==> config.mk <==
export PLATFORM = sky130hd
export DESIGN_NAME = rps_move_collector_flat
export DESIGN_NICKNAME = d
export VERILOG_FILES = /design/src/rtl/rps_game_if.sv /design/src/rtl/rps_move_collector.sv /design/src/flat_wrapper.sv
export SDC_FILE = /design/constraint.sdc
export NUM_CORES = 1
export LEC_CHECK = 0
export ABC_AREA = 1
export CAP_MARGIN = 30
export CORE_UTILIZATION = 54
export DETAILED_ROUTE_END_ITERATION = 7
export DONT_BUFFER_PORTS = 1
export GPL_ROUTABILITY_DRIVEN = 1
export PLACE_DENSITY_LB_ADDON = 0.25
export SKIP_CTS_REPAIR_TIMING = 1
export SLEW_MARGIN = 20
export SYNTH_ARGS = -nofsm -noshare
export SYNTH_HDL_FRONTEND = slang
export SYNTH_SLANG_ARGS = --single-unit
==> constraint.sdc <==
create_clock -name clk -period 1.5 [get_ports clk]
set_input_delay 0.225 -clock clk [delete_from_list [all_inputs] [get_ports clk]]
set_output_delay 0.225 -clock clk [all_outputs]
set_load 0.02 [all_outputs]
==> src/rtl/rps_game_if.sv <==
// Move/start/done handshake between the move collector and the game logic.
interface rps_game_if;
  logic [1:0] player1_choice;
  logic [1:0] player2_choice;
  logic       start;
  logic       done;

  modport master (
    output player1_choice,
    output player2_choice,
    output start,
    input  done
  );

  modport slave (
    input  player1_choice,
    input  player2_choice,
    input  start,
    output done
  );
endinterface

==> src/rtl/rps_move_collector.sv <==
// Collects debounced player locks and moves, then runs the start/done round handshake.
//
// state     | meaning
// IDLE      | collecting locks; both locked moves to START
// START     | one-cycle start pulse to game logic
// WAIT_DONE | waiting for done, aborts after TIMEOUT_CYCLES
// HOLD      | result held for HOLD_CYCLES, then rearm
module rps_move_collector #(
  parameter int unsigned DEBOUNCE_CYCLES = 16,
  parameter int unsigned HOLD_CYCLES     = 64,
  parameter int unsigned TIMEOUT_CYCLES  = 255
) (
  input  logic             clk,
  input  logic             rst_n,
  input  logic [1:0]       p1_sw,
  input  logic [1:0]       p2_sw,
  input  logic             p1_lock_raw,
  input  logic             p2_lock_raw,
  rps_game_if.master       game,
  output logic             p1_locked,
  output logic             p2_locked,
  output logic             busy,
  output logic             illegal,
  output logic             timeout
);

  localparam int DW = $clog2(DEBOUNCE_CYCLES);
  localparam int HW = $clog2((HOLD_CYCLES > 1) ? HOLD_CYCLES : 2);
  localparam int TW = $clog2((TIMEOUT_CYCLES > 1) ? TIMEOUT_CYCLES : 2);

  typedef enum logic [1:0] {IDLE, START, WAIT_DONE, HOLD} state_t;

  state_t        state;
  logic [1:0]    raw;
  logic [1:0]    sync1;
  logic [1:0]    sync2;
  logic [1:0]    deb;
  logic [1:0]    deb_d;
  logic [1:0]    lock_evt;
  logic [DW-1:0] deb_cnt [2];
  logic [1:0]    sw [2];
  logic [1:0]    choice [2];
  logic [1:0]    locked;
  logic [TW-1:0] wait_cnt;
  logic [HW-1:0] hold_cnt;
  logic          start_q;
  logic          busy_q;
  logic          illegal_q;
  logic          timeout_q;

  assign raw   = {p2_lock_raw, p1_lock_raw};
  assign sw[0] = p1_sw;
  assign sw[1] = p2_sw;

  // A lock event is a debounced rising edge, seen one cycle after the level flips.
  assign lock_evt = deb & ~deb_d;

  always_ff @(posedge clk) begin
    if (!rst_n) begin
      sync1      <= '0;
      sync2      <= '0;
      deb        <= '0;
      deb_d      <= '0;
      deb_cnt[0] <= '0;
      deb_cnt[1] <= '0;
    end else begin
      sync1 <= raw;
      sync2 <= sync1;
      deb_d <= deb;
      for (int i = 0; i < 2; i++) begin
        if (sync2[i] != deb[i]) begin
          if (deb_cnt[i] == DW'(DEBOUNCE_CYCLES - 1)) begin
            deb[i]     <= sync2[i];
            deb_cnt[i] <= '0;
          end else begin
            deb_cnt[i] <= deb_cnt[i] + 1'b1;
          end
        end else begin
          deb_cnt[i] <= '0;
        end
      end
    end
  end

  always_ff @(posedge clk) begin
    if (!rst_n) begin
      state     <= IDLE;
      choice[0] <= '0;
      choice[1] <= '0;
      locked    <= '0;
      wait_cnt  <= '0;
      hold_cnt  <= '0;
      start_q   <= 1'b0;
      busy_q    <= 1'b0;
      illegal_q <= 1'b0;
      timeout_q <= 1'b0;
    end else begin
      start_q   <= 1'b0;
      illegal_q <= 1'b0;
      case (state)
        IDLE: begin
          for (int i = 0; i < 2; i++) begin
            if (lock_evt[i]) begin
              timeout_q <= 1'b0;
              if (!locked[i]) begin
                if (sw[i] == 2'b11) begin
                  illegal_q <= 1'b1;
                end else begin
                  choice[i] <= sw[i];
                  locked[i] <= 1'b1;
                end
              end
            end
          end
          if (&locked) begin
            state   <= START;
            start_q <= 1'b1;
            busy_q  <= 1'b1;
          end
        end
        START: begin
          state    <= WAIT_DONE;
          wait_cnt <= '0;
        end
        WAIT_DONE: begin
          if (game.done) begin
            state    <= HOLD;
            hold_cnt <= '0;
          end else if (wait_cnt == TW'(TIMEOUT_CYCLES - 1)) begin
            state     <= IDLE;
            busy_q    <= 1'b0;
            timeout_q <= 1'b1;
            locked    <= '0;
            choice[0] <= '0;
            choice[1] <= '0;
          end else begin
            wait_cnt <= wait_cnt + 1'b1;
          end
        end
        HOLD: begin
          if (hold_cnt == HW'(HOLD_CYCLES - 1)) begin
            state     <= IDLE;
            busy_q    <= 1'b0;
            locked    <= '0;
            choice[0] <= '0;
            choice[1] <= '0;
          end else begin
            hold_cnt <= hold_cnt + 1'b1;
          end
        end
        default: state <= IDLE;
      endcase
    end
  end

  assign game.player1_choice = choice[0];
  assign game.player2_choice = choice[1];
  assign game.start          = start_q;
  assign p1_locked           = locked[0];
  assign p2_locked           = locked[1];
  assign busy                = busy_q;
  assign illegal             = illegal_q;
  assign timeout             = timeout_q;

endmodule
==> src/flat_wrapper.sv <==
// flat-port wrapper written by rule: the top's interface ports become plain ports
module rps_move_collector_flat 
#(
  parameter int unsigned DEBOUNCE_CYCLES = 16,
  parameter int unsigned HOLD_CYCLES     = 64,
  parameter int unsigned TIMEOUT_CYCLES  = 255
)
  (clk, rst_n, p1_sw, p2_sw, p1_lock_raw, p2_lock_raw, p1_locked, p2_locked, busy, illegal, timeout, game_player1_choice, game_player2_choice, game_start, game_done);
  rps_game_if game_i ();
  input  logic clk;
  input  logic rst_n;
  input  logic [1:0] p1_sw;
  input  logic [1:0] p2_sw;
  input  logic p1_lock_raw;
  input  logic p2_lock_raw;
  output logic p1_locked;
  output logic p2_locked;
  output logic busy;
  output logic illegal;
  output logic timeout;
  output wire logic [$bits(game_i.player1_choice)-1:0] game_player1_choice;
  output wire logic [$bits(game_i.player2_choice)-1:0] game_player2_choice;
  output wire logic [$bits(game_i.start)-1:0] game_start;
  input wire logic [$bits(game_i.done)-1:0] game_done;
  assign game_player1_choice = game_i.player1_choice;
  assign game_player2_choice = game_i.player2_choice;
  assign game_start = game_i.start;
  assign game_i.done = game_done;
  rps_move_collector #(.DEBOUNCE_CYCLES(DEBOUNCE_CYCLES), .HOLD_CYCLES(HOLD_CYCLES), .TIMEOUT_CYCLES(TIMEOUT_CYCLES)) u_core (.clk(clk), .rst_n(rst_n), .p1_sw(p1_sw), .p2_sw(p2_sw), .p1_lock_raw(p1_lock_raw), .p2_lock_raw(p2_lock_raw), .game(game_i), .p1_locked(p1_locked), .p2_locked(p2_locked), .busy(busy), .illegal(illegal), .timeout(timeout));
endmodule
==> reports/metrics.cfg <==
[outcome]
status = completed

[clock_network]
cts-root-buf = clkbuf_8
clk_path_buf_depth = 2
cts.sinks = 42
cts_made_buffers = 5
ctsHtreeMaxLevel = 2
path_clk_slew_ns = 0.08
cts_tree = yes
insertion_delay_ns = 0.30

[setup_path]
startpoint_type = flip-flop
required_ns = 1.55
crit_fanout = 3
end_kind = flip-flop
slowest_stage = dfxtp_2
cp_num_cells = 8
reg2regPathDepth = 8
crit_chain = inv_2 -> ha_4 -> nand2_2 -> nor2_2 -> nand2_2 -> nor2_2 -> a211oi_2 -> nand2_1
slowest_delay_ns = 0.34
crit_buf_inv = 1
crit_type = reg -> reg
cp_top_family = simple AND/OR/NAND/NOR gates
worstPathArrival_ns = 1.47

[global_route]
met2_usage_pct = 35.11
grtUsageMet1_pct = 22.77
grtUsageMet3_pct = 5.435
antenna_found_initial = 0
grt_usage_pct = 20.45
grt_pass1_vias = 1552
grt_pass1_wl_mm = 6.354
top_usage_layer = met2
gr-total-overflow = 0
grt_max_degree = 23

[sta]
post-route-period-util_pct = 94.92
fmax_mhz = 702.4
skew_ns = 0.005438
drv_slew = 0
hold_viol_final = 0
fin_crit_ns = 1.424
setup_violations = 0
worst_slack_ns = 0.07626

[layout]
nFillCells = 317
seqCellArea_um2 = 968.4
fin_util_pct = 68.22
multiInputGateArea_um2 = 993.5
drive_above_1_share_pct = 17.31
syn2layout_area_growth_pct = 15.80
num_antenna_cells = 0
final_nets = 296

[route]
detail_route.wl_per_cell_um = 11.48
dr.pass1.iters = 4
vias = 1701
wl_mm = 3.777
drc = 0
vias_per_cell = 5.170
ant_nets = 0
drtIter0Drc = 66

[power_and_ir_drop]
leakagePower_nw = 1.038
power.total_mw = 3.122
power_density_nw_per_um2 = 1320
worst_ir_drop_vdd_mv = 0.8869

[placement]
dpl.hpwl_mm = 2.771
place_congestion = 0.8290
numPortBuffers = 0
pre_cts_ws_ns = -0.09552

[logic_synthesis]
ys_seq_area_share_pct = 47.03
yosys_warnings = 0
ys_types = 31
synth_seq_cells = 42
syn-instance-count = 259
synth.avg_cell_area_um2 = 7.889
syn_area_um2 = 2043

[die]
die_h_um = 63.51
fp.dieW_um = 63.51
die_area_um2 = 4034
initial_core_util_pct = 58.91
rows = 21
io_pins = 19
core_area_um2 = 3468

[run]
max_cap_viol_count = 0

[worst_hold_path]
hold_class = in -> reg
hold_depth = 2

[layout make-up]
type | instances | area share [%]
Clock inverter | 3 | 1.058
Inverter | 40 | 6.346
Clock buffer | 5 | 2.909
Tap cell | 46 | 2.433
Sequential cell | 42 | 40.93
Multi-Input combinational cell | 181 | 41.99
Timing Repair Buffer | 12 | 4.336
[layer usage]
layer / vias up / share of wire, %
met5: - / 0
met4: 0 / 1.8
met3: 7 / 3.6
met2: 32 / 50
met1: 780 / 45
li1: 882 / -
[synthesized netlist by cell type]
cell      count  area (um^2)
nand2_4       3        33.78
o21bai_2      1        11.26
nand4_1       7        43.79
nor2_2        2        12.51
nor2_4        1        11.26
nand2_2       4        25.02
clkbuf_1      1        3.750
nand3b_1      2        15.01
inv_1        39        146.4
o211ai_1      1        7.510
o21ai_0      10        50.05
a21oi_1      21        105.1
buf_6         1        11.26
a211oi_1      1        7.510
inv_2         1        3.750
nor2_1       30        112.6
nor3_1        1        5.000
edfxtp_1     12        360.4
a21boi_0      4        30.03
buf_4         1        7.510
or2_1         2        12.51
nand2_1      46        172.7
xnor2_1       2        17.52
nand3_1      24        120.1
dfxtp_1      30        600.6
ha_1          5        62.56
xor2_1        3        26.28
a21oi_2       1        8.760
conb_1        1        3.750
a31oi_1       1        6.260
a31o_2        1        8.760
[logic make-up after synthesis]
kind of cell	share of synthesized area, %
xor+xnor	2.144
fa+ha+maj	3.062
simple gates	27.62
flops	47.03
buf+inv	8.450
compound gates	11.51
other cells	0.1835
[registers in the layout (all words and copies together), names as in the netlist]
register and cells:
u_core.deb 2, u_core.timeout 1, u_core.illegal 1, u_core.deb_d 2, u_core.game.start 1, u_core.locked 2, u_core.sync2 2, u_core.wait_cnt 8
u_core.busy 1, u_core.sync1 2, u_core.choice 4, u_core.deb_cnt 8, u_core.hold_cnt 6, u_core.state 2
[worst paths after layout]
| path | start | slack [ns] | endpoint |
|---|---|---|---|
| worst max-delay path | u_core.wait_cnt[0]$_SDFFE_PN0P_ | 0.08 | u_core.choice[0][0]$_SDFFCE_PP0P_ |
| worst min register to register | u_core.sync1[1]$_SDFF_PN0_ | 0.42 | u_core.sync2[1]$_SDFF_PN0_ |
| worst min-delay path | rst_n | 0.01 | u_core.sync2[1]$_SDFF_PN0_ |
| worst max register to register | u_core.wait_cnt[0]$_SDFFE_PN0P_ | 0.08 | u_core.choice[0][0]$_SDFFCE_PP0P_ |
[power by group]
group / switching [mW] / internal (mW)
logic: 0.570 / 0.371
registers: 0.147 / 1.28
clock network: 0.415 / 0.336
total: 1.13 / 1.99
[cells in the final DEF, fill, tap and decap left out, types with 3 or more instances in the layout]
| cell type | Yosys | routed |
|---|---|---|
| o21ai_0 | 10 | 9 |
| nor2_2 | 2 | 3 |
| nand2_2 | 4 | 6 |
| nand4_1 | 7 | 7 |
| edfxtp_1 | 12 | 12 |
| nand3_1 | 24 | 23 |
| nand2_4 | 3 | 3 |
| nor2_1 | 30 | 28 |
| buf_4 | 1 | 11 |
| conb_1 | 1 | 8 |
| ha_1 | 5 | 3 |
| dfxtp_1 | 30 | 24 |
| dfxtp_2 | 0 | 6 |
| inv_1 | 39 | 38 |
| nand2_1 | 46 | 44 |
| clkbuf_8 | 0 | 5 |
| a21oi_1 | 21 | 21 |
| xor2_1 | 3 | 3 |
| a21boi_0 | 4 | 3 |
[worst reg2reg max path, stage by stage (launching register included)]
cell      delay [ns]
dfxtp_2         0.34
inv_2           0.05
ha_4            0.15
nand2_2         0.06
nor2_2          0.04
nand2_2         0.10
nor2_2          0.05
a211oi_2        0.24
nand2_1         0.14
[through the flow]
stage	setup TNS (ns)	cells	hold WS (ns)	area, um^2
finish	0	329	0.01427	2366
global route	-0.003674	329	0.01635	2366
global placement	-0.01689	318	0.3212	2185
floorplan	0	266	0.3226	2069
CTS	-0.3925	326	0.008520	2278
detailed placement	-0.3356	318	0.3261	2185
No activity file was read; power rests on OpenSTA's default activity.
